`src/rtl/router_fifo_pkg.sv`:
```
// Shared widths and types for the router ingress FIFO built on the 4x73 RAM macro.
// Pure declarations; no logic, no latency, no flow control.
// Consumers import with router_fifo_pkg::*.
package router_fifo_pkg;
    localparam int WORD_W   = 73;
    localparam int RAM_AW   = 2;
    localparam int OB_DEPTH = 3;

    typedef logic [WORD_W-1:0] word_t;
    typedef logic [RAM_AW-1:0] ram_ptr_t;
endpackage

```
`src/rtl/router_fifo_obuf.sv`:
```
// 3-entry register FIFO holding words returned from the RAM; entry 0 is always the head.
// Capture visible the cycle after the capture edge; out_data comes straight from a flop.
// No backpressure to the writer: the caller's read credits guarantee a free slot.
module router_fifo_obuf
    import router_fifo_pkg::*;
(
    input  logic       clk,
    input  logic       rst_n,
    input  logic       capture_en,
    input  word_t      capture_data,
    input  logic       pop,
    output logic       out_valid,
    output word_t      out_data,
    output logic [1:0] count
);

    word_t      ent [OB_DEPTH];
    logic [1:0] wr_idx;

    // A pop shifts everything down one slot, so the new word lands one slot lower.
    assign wr_idx = count - {1'b0, pop};

    always_ff @(posedge clk or negedge rst_n) begin
        if (!rst_n) begin
            count <= '0;
            for (int i = 0; i < OB_DEPTH; i++) begin
                ent[i] <= '0;
            end
        end else begin
            if (pop) begin
                for (int i = 0; i < OB_DEPTH - 1; i++) begin
                    ent[i] <= ent[i+1];
                end
            end
            if (capture_en) begin
                ent[wr_idx] <= capture_data;
            end
            count <= count + {1'b0, capture_en} - {1'b0, pop};
        end
    end

    assign out_valid = (count != 2'd0);
    assign out_data  = ent[0];

endmodule

```
`src/rtl/router_ram_fifo_ctrl.sv`:
```
// Valid/ready FIFO around the 2-cycle-read RAM macro, 7 words deep, 1 word/cycle sustained.
// First word: accepted at edge 1, out_valid in cycle 4 (RAM write, issue, 2-cycle read, capture).
// in_ready is registered (RAM not full); reads are issued only against free output-buffer credits.
module router_ram_fifo_ctrl
    import router_fifo_pkg::*;
#(
    parameter int WIDTH     = router_fifo_pkg::WORD_W,
    parameter int RAM_DEPTH = 4,
    parameter int OB_DEPTH  = router_fifo_pkg::OB_DEPTH
) (
    input  logic             clk,
    input  logic             rst_n,
    input  logic             in_valid,
    output logic             in_ready,
    input  logic [WIDTH-1:0] in_data,
    output logic             out_valid,
    input  logic             out_ready,
    output logic [WIDTH-1:0] out_data,
    output logic             ram_wr_en,
    output ram_ptr_t         ram_wr_addr,
    output logic [WIDTH-1:0] ram_wr_data,
    output logic             ram_rd_en,
    output ram_ptr_t         ram_rd_addr,
    input  logic [WIDTH-1:0] ram_rd_data,
    output logic [2:0]       occupancy
);

    ram_ptr_t   wr_ptr;
    ram_ptr_t   rd_ptr;
    logic [2:0] ram_cnt;
    logic [1:0] rd_pipe;
    logic [1:0] inflight;
    logic [1:0] ob_cnt;
    logic [2:0] credit_used;
    logic       push;
    logic       pop;
    logic       issue;

    assign in_ready = (ram_cnt < 3'(RAM_DEPTH));
    assign push     = in_valid && in_ready;
    assign pop      = out_valid && out_ready;
    assign inflight = {1'b0, rd_pipe[0]} + {1'b0, rd_pipe[1]};

    // A slot freed by this cycle's pop can be promised to a read issued this cycle.
    assign credit_used = {1'b0, ob_cnt} + {1'b0, inflight} - {2'b0, pop};
    // ram_cnt only counts words written on an earlier edge, so no same-edge write/read.
    assign issue       = (ram_cnt != 3'd0) && (credit_used < 3'(OB_DEPTH));

    assign ram_wr_en   = push;
    assign ram_wr_addr = wr_ptr;
    assign ram_wr_data = push ? in_data : '0;
    assign ram_rd_en   = issue;
    assign ram_rd_addr = rd_ptr;

    assign occupancy = ram_cnt + {1'b0, inflight} + {1'b0, ob_cnt};

    always_ff @(posedge clk or negedge rst_n) begin
        if (!rst_n) begin
            wr_ptr  <= '0;
            rd_ptr  <= '0;
            ram_cnt <= '0;
            rd_pipe <= '0;
        end else begin
            if (push) begin
                wr_ptr <= wr_ptr + 1'b1;
            end
            if (issue) begin
                rd_ptr <= rd_ptr + 1'b1;
            end
            ram_cnt <= ram_cnt + {2'b0, push} - {2'b0, issue};
            rd_pipe <= {rd_pipe[0], issue};
        end
    end

    // rd_pipe[1] marks the cycle ram_rd_data carries the word issued two edges ago.
    router_fifo_obuf u_obuf (
        .clk          (clk),
        .rst_n        (rst_n),
        .capture_en   (rd_pipe[1]),
        .capture_data (ram_rd_data),
        .pop          (pop),
        .out_valid    (out_valid),
        .out_data     (out_data),
        .count        (ob_cnt)
    );

endmodule

```
`config.mk`:
```
export PLATFORM = sky130hd
export DESIGN_NAME = router_ram_fifo_ctrl
export DESIGN_NICKNAME = d
export VERILOG_FILES = /design/src/rtl/router_fifo_pkg.sv /design/src/rtl/router_fifo_obuf.sv /design/src/rtl/router_ram_fifo_ctrl.sv
export SDC_FILE = /design/constraint.sdc
export NUM_CORES = 1
export LEC_CHECK = 0
export ABC_CLOCK_PERIOD_IN_PS = 6600
export CORE_MARGIN = 2
export CORE_UTILIZATION = 25
export CTS_CLUSTER_SIZE = 24
export DETAILED_ROUTE_END_ITERATION = 6
export GPL_ROUTABILITY_DRIVEN = 0
export HOLD_SLACK_MARGIN = 0.15
export PLACE_DENSITY = 0.55
export SLEW_MARGIN = 30
export SYNTH_ARGS = -nofsm -noshare
export SYNTH_HDL_FRONTEND = slang
export SYNTH_HIERARCHICAL = 1
export SYNTH_SLANG_ARGS = --single-unit
```
`constraint.sdc`:
```
create_clock -name clk -period 6.6 [get_ports clk]
set_input_delay 0.99 -clock clk [delete_from_list [all_inputs] [get_ports clk]]
set_output_delay 0.99 -clock clk [all_outputs]
set_load 0.03 [all_outputs]
```
==> impl_metrics.csv, run 1 <==
group,metric,value,unit
clock_network,htree_levels,1,
sta,slew_violations,0,
status,status,"finished, final reports clean",
cells_and_area,fill_cells,4509,
logic_synthesis,yosys.area.top_type,"dfrtp_1",
clock_network,cts.clk_slew.worst_paths,60,ps
sta,timing.fmax,0.210,GHz
detailed_routing,antenna_left,0,
global_routing,grt-ovfl-total,0,
logic_synthesis,synth-compound-area-share,0.0322,
worst_setup_path,path_max_fanout,6,
power,combPwrFrac,0.489,
floorplan,fp-row-count,78,
power,p_total,7.99,mW
worst_setup_path,r2r_cells,16,
clock_network,tritoncts,"done",
global_routing,grtUsageTotal,0.114,
logic_synthesis,yosys_register_bits,230,
floorplan,io_pins,307,
worst_hold_path,hold_path_depth,0,
worst_setup_path,critPathLaunchType,"flop",
logic_synthesis,yosysWarningCount,6,
clock_network,clock_path_buffers,3,
sta,worst_pin_slew,840,ps
place,place_hpwl,17.4,mm
flow_run,maxCapViolCount,0,
logic_synthesis,synthTopCellsByArea,"dfrtp_1, mux2_2, mux2_1, mux2i_1, buf_4",
logic_synthesis,syn_nets,1078,
floorplan,core,45100,um2
power,p_leak,6.40,nW
sta,finalHoldViolations,0,
clock_network,cts_setup_buffers,0,
sta,min_period,4770,ps
logic_synthesis,postSynthCellCount,915,
power,switching_share,0.371,
sta,fin_skew,13.7,ps
logic_synthesis,async_reset_ff_frac,1.00,
clock_network,cts.sinks,230,
power,vdd_drop_max,0.267,mV
logic_synthesis,synth_edf_count,0,
sta,slew_headroom,0.440,
floorplan,start_util,0.252,
logic_synthesis,synth_most_common_cell,"dfrtp_1",
logic_synthesis,yosysTopAreaCellShare,0.507,
logic_synthesis,synth_top_family_by_area,"multiplexers",
place,dp.cells,1701,
worst_setup_path,cp.required,5610,ps
global_routing,grt_pass1_wl,43.4,mm
detailed_routing,via_per_inst,4.13,
logic_synthesis,synthXorXnorAreaFrac,0.00982,
power,power_frac_seq,0.321,
global_routing,grt_antenna_before_repair,2,
logic_synthesis,synthDistinctLibCells,28,
sta,rsz0062_at_grt,"false",
clock_network,cts_buffers,28,
worst_hold_path,min_path_type,"flop to flop",
cells_and_area,drive_above_1_share,0.181,
power,switchingPower,2.96,mW
sta,fin_setup_tns,0,ps
logic_synthesis,avgSynthCellArea,12.4,um2
detailed_routing,dr.first_iter.drc_count,305,
sta,hold-worst-slack,382,ps
floorplan,die_area,47100,um2
power,p_int,5.03,mW
worst_setup_path,arrival,3780,ps
power,power.density,520,nW/um2
logic_synthesis,synthAdderAreaFrac,0.0170,
global_routing,grt_max_degree,148,
cells_and_area,layout.nets,1295,
worst_setup_path,worstSetupPathType,"flop to primary output",
logic_synthesis,synthMuxAreaShare,0.282,
cells_and_area,area_growth_syn_to_layout,35.5,%
cells_and_area,fin_util,0.341,
clock_network,cts_hold_buffers,0,
place,io_buffers,306,
power,p_clk_frac,0.190,
clock_network,cts-root-buf,"clkbuf_16",
detailed_routing,vias,7243,
logic_synthesis,seq_area_frac_synth,0.507,
global_routing,grt_pass1_vias,7896,
sta,setup_viol,0,
worst_setup_path,crit_path_end_kind,"primary output",
clock_network,ctsResizeCount,0,
sta,fin_crit_sh,0.722,
logic_synthesis,yosys.area_share.simple,0.0729,
detailed_routing,wl_per_cell,15.3,um
logic_synthesis,synth.cell_area,11300,um2
cells_and_area,antenna_cells,0,
detailed_routing,dr.pass1.iters,4,
detailed_routing,wirelength,26.8,mm
detailed_routing,drc,0,
cells_and_area,stdcell_count,1752,
floorplan,fp.dieH,217,um
floorplan,die_w,217,um
clock_network,clkLatencyLatePin,540,ps
logic_synthesis,synth_ff_type,"dfrtp_1",
logic_synthesis,synth_common_cells,"dfrtp_1, mux2_2, buf_4, and2_1",
==> worst max-delay path, cell delays in order (launching register included) <==
cell             delay [ps]
dfrtp_1                 500
or2_2                   380
and2_4                  180
ha_1                    270
inv_1                    60
ha_1                    130
inv_1                    50
fa_1                    540
nor2b_1                  70
nor3_2                  320
clkdlybuf4s50_1         750
==> cells in the final DEF, fill, tap and decap left out <==
master / netlist / final
ha_1: 9 / 9
mux2_1: 70 / 70
a21oi_1: 73 / 73
inv_1: 12 / 12
fa_1: 4 / 4
buf_16: 0 / 2
nor2b_1: 1 / 1
clkdlybuf4s50_1: 0 / 305
nand3_4: 1 / 2
clkbuf_16: 0 / 29
clkbuf_8: 0 / 7
nand3b_1: 1 / 1
clkinvlp_4: 0 / 1
xor2_2: 1 / 1
buf_4: 81 / 4
mux2i_1: 73 / 73
buf_8: 0 / 1
nand2_1: 1 / 1
xnor2_1: 7 / 7
and2_1: 74 / 73
or2_2: 1 / 1
buf_12: 0 / 2
xnor2_2: 1 / 1
bufinv_16: 0 / 1
inv_8: 0 / 1
mux2_2: 149 / 149
nor3_2: 2 / 2
clkbuf_1: 15 / 10
dfrtp_1: 230 / 230
and2_4: 0 / 1
clkinv_2: 0 / 1
nor4b_2: 1 / 1
xor2_1: 2 / 2
nor2_1: 73 / 73
nor2b_4: 0 / 1
==> metal layers <==
metal	global-route usage	share of wire	vias up
met5	0	0.00045	-
met4	0.0292	0.017	2
met3	0.0341	0.074	33
met2	0.196	0.48	202
met1	0.139	0.43	3522
li1	-	-	3484
==> final timing paths <==
path	from	end	slack (ps)
setup / recovery	u_obuf/count[1]	ram_rd_en	1830
hold / removal	rd_pipe[0]	rd_pipe[1]	380
setup reg to reg	u_obuf/count[1]	ram_cnt[2]	2790
hold reg to reg	rd_pipe[0]	rd_pipe[1]	380
max in group asynchronous	rst_n	u_obuf/out_data[30]	4930
min in group asynchronous	rst_n	async pin	450
==> stage by stage <==
stage,area (um2),setup slack (ps)
5_1_grt,15400,1550
2_1_floorplan,11300,2480
4_1_cts,15300,1740
6_report,15400,1830
3_5_place_dp,14400,1870
3_3_place_gp,14400,1870
==> final cells by class <==
class / count / area [um2] / area share
sequential: 230 / 5760 / 0.374
multi-input combinational: 546 / 4710 / 0.307
timing repair buffer: 314 / 3190 / 0.208
clock buffer: 46 / 860 / 0.0559
tap: 600 / 751 / 0.0488
clock inverter: 4 / 53.8 / 0.00350
inverter: 12 / 45.0 / 0.00293
==> power groups by stage <==
stage	registers, mW	clock network, mW	logic (mW)
floorplan	2.49	0	3.06
global placement	2.57	0	3.90
detailed placement	2.60	0	3.99
CTS	2.58	1.59	4.00
global route	2.67	1.65	4.27
finish	2.56	1.52	3.91
==> cell families (layout without fill, tap and decap cells) <==
kind of cell | Yosys count | in the layout
muxes | 292 | 292
DFF | 230 | 230
and+or+nand+nor | 157 | 157
buffers and inverters | 139 | 376
AOI/OAI and AO/OA | 73 | 73
adders and majority gates | 13 | 13
xor gates and xnor gates | 11 | 11
Power figures use the tool's default switching activity.
==> run 2: changes to the inputs <==
--- a/config.mk
+++ b/config.mk
@@ -5,14 +5,14 @@
 export SDC_FILE = /design/constraint.sdc
 export NUM_CORES = 1
 export LEC_CHECK = 0
-export ABC_CLOCK_PERIOD_IN_PS = 6600
+export ABC_CLOCK_PERIOD_IN_PS = 3820
 export CORE_MARGIN = 2
 export CORE_UTILIZATION = 25
 export CTS_CLUSTER_SIZE = 24
 export DETAILED_ROUTE_END_ITERATION = 6
 export GPL_ROUTABILITY_DRIVEN = 0
 export HOLD_SLACK_MARGIN = 0.15
-export PLACE_DENSITY = 0.55
+export PLACE_DENSITY = 0.57
 export SLEW_MARGIN = 30
 export SYNTH_ARGS = -nofsm -noshare
 export SYNTH_HDL_FRONTEND = slang
==> constraint.sdc (replaced) <==
create_clock -name clk -period 3.82 [get_ports clk]
set_input_delay 0.573 -clock clk [delete_from_list [all_inputs] [get_ports clk]]
set_output_delay 0.573 -clock clk [all_outputs]
set_load 0.03 [all_outputs]
==> impl_metrics.csv, run 2 (synthesis results as in run 1) <==
group,metric,value,unit
status,status,"finished, final reports clean",
cells_and_area,drive_above_1_share,0.197,
detailed_routing,dr.pass1.iters,4,
worst_setup_path,critPathLaunchType,"flop",
global_routing,grtUsageTotal,0.112,
clock_network,htree_levels,1,
cells_and_area,multi_input_area,4720,um2
worst_hold_path,hold_path_depth,0,
detailed_routing,dr.first_iter.drc_count,276,
clock_network,cts_setup_buffers,0,
place,dp.cells,1714,
worst_setup_path,path_max_fanout,5,
cells_and_area,antenna_cells,0,
power,p_total,14.2,mW
clock_network,cts.sinks,230,
worst_setup_path,cp.required,3250,ps
sta,slew_headroom,0.386,
sta,timing.fmax,0.280,GHz
clock_network,tritoncts,"done",
power,p_leak,6.54,nW
detailed_routing,via_per_inst,4.18,
worst_setup_path,arrival,3000,ps
worst_setup_path,crit_path_end_kind,"primary output",
clock_network,cts_buffers,27,
power,power.density,909,nW/um2
sta,slew_violations,0,
sta,setup_viol,0,
detailed_routing,antenna_left,0,
cells_and_area,area_growth_syn_to_layout,37.5,%
clock_network,clkLatencyLatePin,550,ps
cells_and_area,layout.nets,1308,
cells_and_area,final_common_cell,"clkdlybuf4s50_1",
worst_hold_path,min_path_type,"flop to flop",
place,pre_cts_slack,40.9,ps
cells_and_area,seq_area,5760,um2
detailed_routing,wl_per_cell,15.0,um
global_routing,grt_antenna_before_repair,0,
cells_and_area,stdcell_count,1765,
detailed_routing,wirelength,26.5,mm
global_routing,grt-ovfl-total,0,
global_routing,grt_pass1_vias,8024,
sta,fin_crit_sh,0.935,
sta,setup_slack,250,ps
cells_and_area,fill_cells,4473,
sta,rsz0062_at_grt,"false",
sta,fin_skew,19.8,ps
clock_network,cts.clk_slew.worst_paths,60,ps
worst_setup_path,worstSetupPathType,"flop to primary output",
detailed_routing,drc,0,
worst_setup_path,r2r_cells,16,
power,vdd_drop_max,0.487,mV
floorplan,core,45100,um2
cells_and_area,fin_util,0.346,
clock_network,clock_path_buffers,3,
sta,fin_setup_tns,0,ps
floorplan,die_area,47100,um2
clock_network,cts-root-buf,"clkbuf_16",
place,io_buffers,306,
sta,finalHoldViolations,0,
global_routing,grt_max_degree,111,
floorplan,io_pins,307,
sta,worst_pin_slew,921,ps
place,place_hpwl,17.6,mm
flow_run,maxCapViolCount,0,
detailed_routing,vias,7370,
cells_and_area,final_cell_mix,"clkdlybuf4s50_1, dfrtp_1, mux2_2",
global_routing,grt_pass1_wl,42.7,mm
floorplan,fp-row-count,78,
floorplan,die_w,217,um
floorplan,start_util,0.252,
sta,min_period,3570,ps
floorplan,fp.dieH,217,um
## run 2: repair_timing
action                    4_1_cts  5_1_grt
hold buffers                    1        0
hold endpoints to repair       32        0
gates resized for setup         0        0
## run 2: worst max-delay path, stage by stage, from the launching register on
cell and delay [ps]:
dfrtp_1 470, ha_1 350, fa_1 380, ha_1 220, xnor2_1 170, xnor2_1 140
clkdlybuf4s50_1 720
## run 2: final timing paths
check	startpoint	slack, ps	to
worst min register to register	rd_pipe[0]	380	rd_pipe[1]
min in group asynchronous	rst_n	520	u_obuf/ent[135]
max in group asynchronous	rst_n	2350	u_obuf/out_data[16]
worst max register to register	u_obuf/count[0]	350	ram_cnt[2]
worst min-delay path	rd_pipe[0]	380	rd_pipe[1]
worst max-delay path	rd_pipe[1]	250	occupancy[2]
## run 2: cell type report
| type | instances | share of cell area |
|---|---|---|
| Clock buffer | 32 | 0.0471 |
| Clock inverter | 17 | 0.0146 |
| Inverter | 12 | 0.00289 |
| Multi-Input combinational cell | 546 | 0.303 |
| Sequential cell | 230 | 0.369 |
| Tap cell | 600 | 0.0481 |
| Timing Repair Buffer | 328 | 0.216 |
## run 2: report_power, final
part | total [mW] | leakage [nW] | internal [mW] | switching, mW
sequential | 4.41 | 2.73 | 3.76 | 0.652
combinational | 7.01 | 3.33 | 3.52 | 3.49
clock | 2.76 | 0.478 | 1.71 | 1.05
## run 2: per-stage QoR
| step | instance area [um2] | hold slack, ps |
|---|---|---|
| 4_1_cts | 15600 | 393 |
| 5_1_grt | 15600 | 413 |
| 6_report | 15600 | 381 |
| 3_3_place_gp | 14600 | 372 |
| 2_1_floorplan | 11400 | 277 |
| 3_5_place_dp | 14600 | 380 |
## run 2: per-layer routing
layer	up-vias	global-route usage	routed length [um]
met5	-	0	0
met2	193	0.196	13000
li1	3516	-	-
met4	0	0.0336	531
met3	36	0.0295	1740
met1	3625	0.133	11200
==> run 3: changes to the inputs <==
--- a/config.mk
+++ b/config.mk
@@ -6,8 +6,8 @@
 export NUM_CORES = 1
 export LEC_CHECK = 0
 export ABC_CLOCK_PERIOD_IN_PS = 3820
-export CORE_MARGIN = 2
 export CORE_UTILIZATION = 25
+export CTS_BUF_LIST = sky130_fd_sc_hd__clkbuf_8
 export CTS_CLUSTER_SIZE = 24
 export DETAILED_ROUTE_END_ITERATION = 6
 export GPL_ROUTABILITY_DRIVEN = 0
==> impl_metrics.csv, run 3 (synthesis results as in run 1) <==
group,metric,value,unit
flow_run,maxCapViolCount,0,
sta,finalHoldViolations,0,
worst_setup_path,arrival,3040,ps
worst_hold_path,hold_path_depth,0,
cells_and_area,layout.nets,1323,
sta,timing.fmax,0.277,GHz
clock_network,htree_levels,2,
detailed_routing,dr.first_iter.drc_count,242,
clock_network,cts_setup_buffers,0,
global_routing,grt_antenna_before_repair,1,
power,switching_share,0.371,
worst_setup_path,r2r-start,"u_obuf/count[0]",
floorplan,fp-row-count,77,
floorplan,die_area,46200,um2
status,status,"finished, final reports clean",
clock_network,cts.clk_slew.worst_paths,60,ps
detailed_routing,via_per_inst,4.17,
cells_and_area,area_growth_syn_to_layout,37.1,%
worst_setup_path,reg2reg_slack,350,ps
global_routing,grtUsageTotal,0.118,
worst_setup_path,cp.required,3250,ps
detailed_routing,wirelength,26.8,mm
power,p_total,14.0,mW
floorplan,core,44500,um2
clock_network,cts-root-buf,"clkbuf_8",
worst_hold_path,whs_endpoint,"rd_pipe[1]",
worst_setup_path,r2r_end,"ram_cnt[2]",
global_routing,grt_pass1_vias,7996,
global_routing,grt-ovfl-total,0,
sta,min_period,3610,ps
cells_and_area,fill_cells,4438,
place,io_buffers,306,
cells_and_area,antenna_cells,0,
clock_network,tritoncts,"done",
floorplan,io_pins,307,
floorplan,start_util,0.255,
detailed_routing,antenna_left,0,
worst_setup_path,worstSetupPathType,"flop to primary output",
sta,fin_skew,9.91,ps
power,p_clk_frac,0.188,
global_routing,grt_max_degree,117,
sta,rsz0062_at_grt,"false",
power,power_frac_seq,0.316,
clock_network,clock_path_buffers,3,
power,vdd_drop_max,0.918,mV
power,p_int,8.80,mW
cells_and_area,final_cell_mix,"clkdlybuf4s50_1, dfrtp_1, mux2_2",
power,switchingPower,5.18,mW
sta,fin_setup_tns,0,ps
clock_network,cts_buffers,43,
detailed_routing,vias,7437,
cells_and_area,drive_above_1_share,0.209,
worst_setup_path,path_max_fanout,5,
detailed_routing,drc,0,
sta,slew_violations,0,
sta,slew_headroom,0.446,
clock_network,cts.sinks,230,
floorplan,die_w,215,um
power,combPwrFrac,0.496,
floorplan,fp.dieH,215,um
sta,hold-worst-slack,381,ps
detailed_routing,dr.pass1.iters,4,
worst_setup_path,critPathLaunchType,"flop",
cells_and_area,final_common_cell,"clkdlybuf4s50_1",
sta,worst_pin_slew,831,ps
sta,fin_crit_sh,0.945,
worst_setup_path,crit_path_end_kind,"primary output",
sta,setup_viol,0,
power,power.density,899,nW/um2
power,p_leak,6.57,nW
detailed_routing,wl_per_cell,15.0,um
worst_hold_path,min_path_type,"flop to flop",
global_routing,grt_pass1_wl,43.3,mm
worst_setup_path,r2r_cells,16,
worst_hold_path,min_from,"rd_pipe[0]",
clock_network,clkLatencyLatePin,570,ps
place,place_hpwl,17.8,mm
run 3: cell count changes in the layout (fill, tap and decap cells not counted), moves of 2 or more:
cell,before,now
clkbuf_8,4,56
inv_1,12,21
clkinv_4,3,0
clkbuf_16,27,0
clkinv_2,7,5
buf_12,9,7
run 3: repair_timing:
action,in CTS,in global routing
gates resized for setup,0,2
endpoints found under the setup margin,0,1
endpoints found under the hold margin,111,0
hold buffers,1,0
run 3: through the flow:
stage	cells	setup WS, ps	utilization	cell area [um2]
after floorplan	915	64.8	-	11400
final	1782	210	0.350	15600
after global routing	1782	1.10	0.350	15600
after detailed placement	1705	62.3	0.327	14600
after global placement	1705	84.0	0.327	14600
after CTS	1781	81.5	0.349	15500
run 3: metal layers:
metal	track usage	vias to the layer above	wire, um
met5	0	-	13
met4	0.0371	2	561
li1	-	3551	-
met1	0.137	3622	11200
met3	0.0461	44	1970
met2	0.198	218	13000
run 3: power by group through the flow:
stage                     Combinational (mW)  Sequential, mW  Clock [mW]
after floorplan                         5.31            4.30           0
after global placement                  6.91            4.42           0
after detailed placement                7.02            4.47           0
after CTS                               7.05            4.44        2.77
after global routing                    7.53            4.59        2.88
final                                   6.94            4.41        2.63
run 3: worst max path at each step:
stage | to | slack, ps | cells past startpoint | start
after floorplan | ram_cnt[2] | 60 | 16 | u_obuf/count[1]
after global placement | ram_cnt[2] | 80 | 16 | out_ready
after detailed placement | ram_cnt[2] | 60 | 16 | out_ready
after CTS | ram_rd_en | 80 | 11 | u_obuf/count[0]
after global routing | ram_rd_en | 1 | 11 | u_obuf/count[0]
final | occupancy[2] | 210 | 6 | rd_pipe[1]
run 3: layout make-up:
| class | count | area [um2] | area share |
|---|---|---|---|
| clock inverter | 19 | 186 | 0.0120 |
| tap | 592 | 741 | 0.0476 |
| timing repair buffer | 327 | 3330 | 0.214 |
| inverter | 12 | 45.0 | 0.00290 |
| sequential | 230 | 5760 | 0.370 |
| multi-input combinational | 546 | 4720 | 0.304 |
| clock buffer | 56 | 771 | 0.0495 |
run 3: worst max-delay path, cell delays in order (launching register included):
cell	delay (ps)
dfrtp_1	470
ha_1	370
fa_1	380
ha_1	220
xnor2_1	200
xnor2_1	150
clkdlybuf4s50_1	690
